`config.mk`:
```
export PLATFORM = sky130hd
export DESIGN_NAME = rf_preload_seq
export DESIGN_NICKNAME = d
export VERILOG_FILES = /design/src/rtl/rf_preload_seq.sv
export SDC_FILE = /design/constraint.sdc
export NUM_CORES = 1
export LEC_CHECK = 0
export CORE_MARGIN = 10
export CORE_UTILIZATION = 42
export DETAILED_ROUTE_END_ITERATION = 10
export GPL_TIMING_DRIVEN = 0
export MAX_ROUTING_LAYER = met4
export PLACE_DENSITY = 0.73
export SYNTH_ARGS = -nofsm -noshare
export SYNTH_HDL_FRONTEND = slang
export SYNTH_SLANG_ARGS = --single-unit
```
`constraint.sdc`:
```
create_clock -name clk -period 7.5 [get_ports clk]
set_input_delay 1.875 -clock clk [delete_from_list [all_inputs] [get_ports clk]]
set_output_delay 1.875 -clock clk [all_outputs]
set_load 0.005 [all_outputs]
```
`src/rtl/rf_preload_seq.sv`:
```
// Register-file preload sequencer: walks a programmable (addr, data, valid) table
// and writes one entry per clock into the register file while holding the CPU.
module rf_preload_seq #(
  parameter int DATA_W     = 32,
  parameter int ADDR_W     = 5,
  parameter int N_ENTRIES  = 4,
  parameter int IDX_W      = 2,
  parameter int AUTO_START = 1
) (
  input  logic              clk,
  input  logic              r_st,
  input  logic              cfg_we,
  input  logic [IDX_W-1:0]  cfg_idx,
  input  logic [ADDR_W-1:0] cfg_addr,
  input  logic [DATA_W-1:0] cfg_data,
  input  logic              cfg_valid,
  input  logic              start,
  output logic              rf_we,
  output logic [ADDR_W-1:0] rf_waddr,
  output logic [DATA_W-1:0] rf_wdata,
  output logic              cpu_hold,
  output logic              busy,
  output logic              done,
  output logic [IDX_W:0]    wr_count
);

  typedef enum logic [1:0] {
    IDLE = 2'd0,
    LOAD = 2'd1,
    FIN  = 2'd2
  } state_t;

  localparam logic [IDX_W-1:0] LAST_IDX = IDX_W'(N_ENTRIES - 1);
  localparam logic [IDX_W-1:0] ONE_IDX  = IDX_W'(1);
  localparam logic [IDX_W:0]   N_ENT    = (IDX_W+1)'(N_ENTRIES);
  localparam logic [IDX_W:0]   ONE_CNT  = (IDX_W+1)'(1);

  state_t              state_r, state_s;
  logic [IDX_W-1:0]    idx_r, idx_s;
  logic                auto_pend_r;

  logic [N_ENTRIES-1:0] tbl_valid_r;
  logic [ADDR_W-1:0]    tbl_addr_r [N_ENTRIES];
  logic [DATA_W-1:0]    tbl_data_r [N_ENTRIES];

  logic                cfg_ok_s;
  logic                entry_go_s;
  logic                rf_we_s;
  logic [ADDR_W-1:0]   rf_waddr_s;
  logic [DATA_W-1:0]   rf_wdata_s;
  logic                cpu_hold_s;
  logic                busy_s;
  logic                done_s;
  logic [IDX_W:0]      wr_count_s;

  // Table is frozen during a load; out-of-range indices are dropped.
  always_comb begin
    cfg_ok_s = 1'b0;
    if (cfg_we && (state_r != LOAD) && ({1'b0, cfg_idx} < N_ENT)) begin
      cfg_ok_s = 1'b1;
    end else begin
      cfg_ok_s = 1'b0;
    end
  end

  // r0 is hardwired zero, so an entry targeting it only burns its cycle.
  always_comb begin
    entry_go_s = tbl_valid_r[idx_r] && (tbl_addr_r[idx_r] != {ADDR_W{1'b0}});
  end

  // Table valid bits, cleared by reset so a post-reset load is empty.
  always_ff @(posedge clk or posedge r_st) begin
    if (r_st) begin
      tbl_valid_r <= {N_ENTRIES{1'b0}};
    end else if (cfg_ok_s) begin
      tbl_valid_r[cfg_idx] <= cfg_valid;
    end
  end

  // Table address/data storage; contents only matter once the valid bit is set.
  always_ff @(posedge clk) begin
    if (cfg_ok_s) begin
      tbl_addr_r[cfg_idx] <= cfg_addr;
      tbl_data_r[cfg_idx] <= cfg_data;
    end
  end

  // Next-state and next-output logic for the IDLE/LOAD/FIN sequencer.
  always_comb begin
    state_s    = state_r;
    idx_s      = idx_r;
    rf_we_s    = 1'b0;
    rf_waddr_s = {ADDR_W{1'b0}};
    rf_wdata_s = {DATA_W{1'b0}};
    cpu_hold_s = 1'b1;
    busy_s     = 1'b0;
    done_s     = 1'b0;
    wr_count_s = wr_count;
    case (state_r)
      IDLE: begin
        if (start || auto_pend_r) begin
          state_s    = LOAD;
          idx_s      = {IDX_W{1'b0}};
          wr_count_s = {(IDX_W+1){1'b0}};
          busy_s     = 1'b1;
        end else begin
          state_s = IDLE;
        end
      end
      LOAD: begin
        busy_s = 1'b1;
        if (entry_go_s) begin
          rf_we_s    = 1'b1;
          rf_waddr_s = tbl_addr_r[idx_r];
          rf_wdata_s = tbl_data_r[idx_r];
          if (wr_count != N_ENT) begin
            wr_count_s = wr_count + ONE_CNT;
          end else begin
            wr_count_s = wr_count;
          end
        end else begin
          wr_count_s = wr_count;
        end
        if (idx_r == LAST_IDX) begin
          state_s = FIN;
          idx_s   = {IDX_W{1'b0}};
        end else begin
          idx_s = idx_r + ONE_IDX;
        end
      end
      FIN: begin
        cpu_hold_s = 1'b0;
        done_s     = 1'b1;
        // done/cpu_hold keep their FIN values until entry 0 is issued.
        if (start) begin
          state_s    = LOAD;
          idx_s      = {IDX_W{1'b0}};
          wr_count_s = {(IDX_W+1){1'b0}};
          busy_s     = 1'b1;
        end else begin
          state_s = FIN;
        end
      end
      default: begin
        state_s = IDLE;
        idx_s   = {IDX_W{1'b0}};
      end
    endcase
  end

  // State, index and the one-shot auto-start flag.
  always_ff @(posedge clk or posedge r_st) begin
    if (r_st) begin
      state_r     <= IDLE;
      idx_r       <= {IDX_W{1'b0}};
      auto_pend_r <= (AUTO_START != 0);
    end else begin
      state_r     <= state_s;
      idx_r       <= idx_s;
      auto_pend_r <= 1'b0;
    end
  end

  // Registered outputs.
  always_ff @(posedge clk or posedge r_st) begin
    if (r_st) begin
      rf_we    <= 1'b0;
      rf_waddr <= {ADDR_W{1'b0}};
      rf_wdata <= {DATA_W{1'b0}};
      cpu_hold <= 1'b1;
      busy     <= 1'b0;
      done     <= 1'b0;
      wr_count <= {(IDX_W+1){1'b0}};
    end else begin
      rf_we    <= rf_we_s;
      rf_waddr <= rf_waddr_s;
      rf_wdata <= rf_wdata_s;
      cpu_hold <= cpu_hold_s;
      busy     <= busy_s;
      done     <= done_s;
      wr_count <= wr_count_s;
    end
  end

endmodule

```
==> results by group <==
Die
  • Core region area: 17100 sq um
  • Die footprint: 23000 sq um
  • Num ports: 88
  • FP Rows: 48
  • Die Wd: 152 microns
  • Initial Util: 0.425
  • Die Ht: 152 microns

Finish
  • Area delta synth->final: 27.5%
  • Fin nets: 508
  • Post-Route Utilization: 0.542
  • Share of layout cells above drive strength 1: 0.221
  • Diodes inserted: 0
  • Design Area, Final: 9280 sq um

STA
  • Setup WS post-layout: 4.05 ns
  • Final setup violating endpoints: 0
  • Relative slew margins: 0.344
  • Min Tclk post-route: 3.45 ns
  • FMAX: 0.290 GHz
  • RSZ-0062 raised after global routing: false
  • Final hold vios: 0
  • Post-Route Skew: 0.0103 ns
  • Setup_tns: 0 ns
  • Fin. max-slew vios: 0
  • Worst slew pin tran: 0.979 ns
  • Final period util: 0.460

Worst setup path
  • Crit-path max FO: 10
  • Crit path max-delay family: buffers and inverters
  • Reg-to-Reg Start: state_r[1]
  • CP Buf/Inv Count: 3
  • Worst R2R End: tbl_data_r[0][23]
  • R2R cell count: 5
  • Endpoint class of the critical path: flip-flop
  • Critical Path Max Stage Delay: 0.75 ns
  • FF-to-FF setup slack: 5.29 ns
  • Crit-path slowest cell: nor3_2
  • Critical Path End: tbl_data_r[0][23]
  • Worst path cell trace: clkdlybuf4s50_1, nand2_1, nor3_2, buf_6, buf_6
  • Most used cell, CP: buf_6
  • WP data required: 7.70 ns
  • Stages on the worst setup path: 5
  • Worst setup path category: primary input to flip-flop
  • CP Launch Type: primary input
  • CP arrival: 3.65 ns
  • CP Launch Point: cfg_we

GRT
  • Pin count of the biggest net entering global routing: 36
  • First-pass GRT wire length: 21800 microns
  • GRT Overall Usage: 0.128
  • Global route overflow: 0
  • Vias in the first global route: 3883
  • Initial antenna violation count: 0

Logic synthesis
  • Syn Inst Count: 339
  • Post-Syn Area: 7280 sq um
  • Avg Cell Area, Syn: 21.5 sq um
  • Register bit count reported by yosys: 201
  • Sequential area share after synthesis: 0.793
  • Ys Warns: 0
  • Syn Nets: 386
  • Synth cell types: 33

Placement
  • Place WS: 3.54 ns
  • DP Area: 8610 sq um
  • HPWL Detailed: 9340 microns
  • IO buf count: 87
  • Placer Congestion: 0.757

Clock network
  • Clock transition at the registers of the reported paths: 0.05 ns
  • Htree depth: 1
  • Maximum clock insertion buffer count: 3
  • Post-CTS setup buffers: 0
  • Sink Count: 201
  • Clock buffer count from CTS: 22
  • Number of gates resized after CTS: 0
  • Worst skew pair latency: 0.49 ns
  • CTS tree: built
  • Hold-fix buffers, CTS: 0
  • Root buf cell: clkbuf_16

Detailed routing
  • Drc violations: 0
  • Final wirelength: 13900 microns
  • Via-to-Cell Ratio: 4.95
  • Vias: 3467
  • Starting DRT DRC Count: 192
  • WL/cell: 19.8 microns
  • Pre-antenna DRT Iters: 4
  • Post-route ant nets: 0

Status
  • Status: finished, final reports clean

Min path
  • HP Class: flip-flop to flip-flop

Power and ir drop
  • Peak VDD IR: 0.000165 V
  • P per Cell Area: 344 nW/um^2
  • Static Leak: 3.28 nW

Flow run
  • Max_cap viols: 0
## state kept, by name, summed over array words and instances, names as in the netlist, 2 cells and up
name / cells
tbl_data_r: 128
tbl_valid_r: 4
idx_r: 2
tbl_addr_r: 20
wr_count: 3
state_r: 2
rf_wdata: 32
rf_waddr: 5
## logic make-up (layout without fill, tap and decap cells)
kind of cell / Yosys count / after routing / synth area share
adder cells (fa/ha/maj): 3 / 3 / 0.00516
AND/OR/NAND/NOR: 61 / 61 / 0.0491
buffers and inverters: 20 / 157 / 0.0153
flip-flops: 201 / 201 / 0.793
multiplexers: 44 / 44 / 0.126
AO/OA/AOI/OAI: 9 / 9 / 0.0105
other: 1 / 1 / 0.000515
## worst min path at each step
stage          cells after the start  slack [ns]              to      startpoint
2_1_floorplan                      1        0.44        cpu_hold      state_r[1]
3_3_place_gp                       1        0.47        cpu_hold      state_r[1]
3_5_place_dp                       1        0.50        cpu_hold      state_r[1]
4_1_cts                            1        0.51        cpu_hold      state_r[1]
5_1_grt                            1        0.53  tbl_valid_r[0]  tbl_valid_r[0]
6_report                           1        0.51        cpu_hold      state_r[1]
## layout make-up
class                           count  area, sq um
Buffer                             13         85.1
Clock buffer                       34          647
Clock inverter                      5         26.3
Fill cell                        1346         7840
Inverter                            7         26.3
Multi-Input combinational cell    118         1420
Sequential cell                   201         5770
Tap cell                          225          282
Timing Repair Buffer               98         1020
## synthesized netlist by cell type
library cell,n,share of area
a211oi_1,1,0.0010
a21o_4,1,0.0021
a221oi_1,1,0.0012
and3_1,5,0.0043
buf_1,2,0.0010
buf_2,5,0.0034
buf_4,3,0.0031
buf_6,1,0.0015
buf_8,1,0.0021
clkbuf_1,1,0.00052
conb_1,1,0.00052
dfrtp_1,51,0.18
dfstp_2,2,0.0072
edfxtp_1,148,0.61
ha_1,3,0.0052
inv_1,7,0.0036
mux2_2,4,0.0062
mux2i_1,2,0.0027
mux4_2,38,0.12
nand2_1,8,0.0041
nand2_2,1,0.00086
nand2b_1,2,0.0017
nand3_1,1,0.00069
nand3b_1,3,0.0031
nor2_1,3,0.0015
nor2_2,1,0.00086
nor2b_1,34,0.029
nor3_1,2,0.0014
nor3_2,1,0.0014
o21ai_0,3,0.0021
o21bai_1,1,0.0010
o221ai_2,1,0.0021
o31ai_1,1,0.0010
## layer usage
| metal | share of wire | vias up | GRT usage |
|---|---|---|---|
| li1 | - | 1560 | - |
| met3 | 0.074 | 24 | 0.0339 |
| met5 | 0 | - | - |
| met2 | 0.50 | 94 | 0.213 |
| met4 | 0.017 | 0 | 0.0310 |
| met1 | 0.41 | 1789 | 0.154 |
## placed cells by master (no fill, tap or decap), types with 5 or more instances in the layout
master and count:
edfxtp_1 148, clkdlybuf4s50_1 87, dfrtp_1 51, mux4_2 38
nor2b_1 34, clkbuf_16 23, buf_6 9, clkbuf_1 9
nand2_1 8, inv_1 6, buf_2 5, and3_1 5
## report_power, final
part | internal, W | leakage (nW) | switching (W)
Sequential | 0.00134 | 2.03 | 0.0000468
Combinational | 0.000437 | 0.917 | 0.000381
Clock | 0.000591 | 0.328 | 0.000395
## per-stage QoR
step / instances / power [W] / hold WS [ns]
2_1_floorplan: 339 / 0.00193 / 0.445
3_3_place_gp: 651 / 0.00222 / 0.475
3_5_place_dp: 662 / 0.00225 / 0.496
4_1_cts: 701 / 0.00325 / 0.511
5_1_grt: 701 / 0.00337 / 0.534
6_report: 701 / 0.00319 / 0.507
Note: power is estimated with default switching activity, not from simulation.
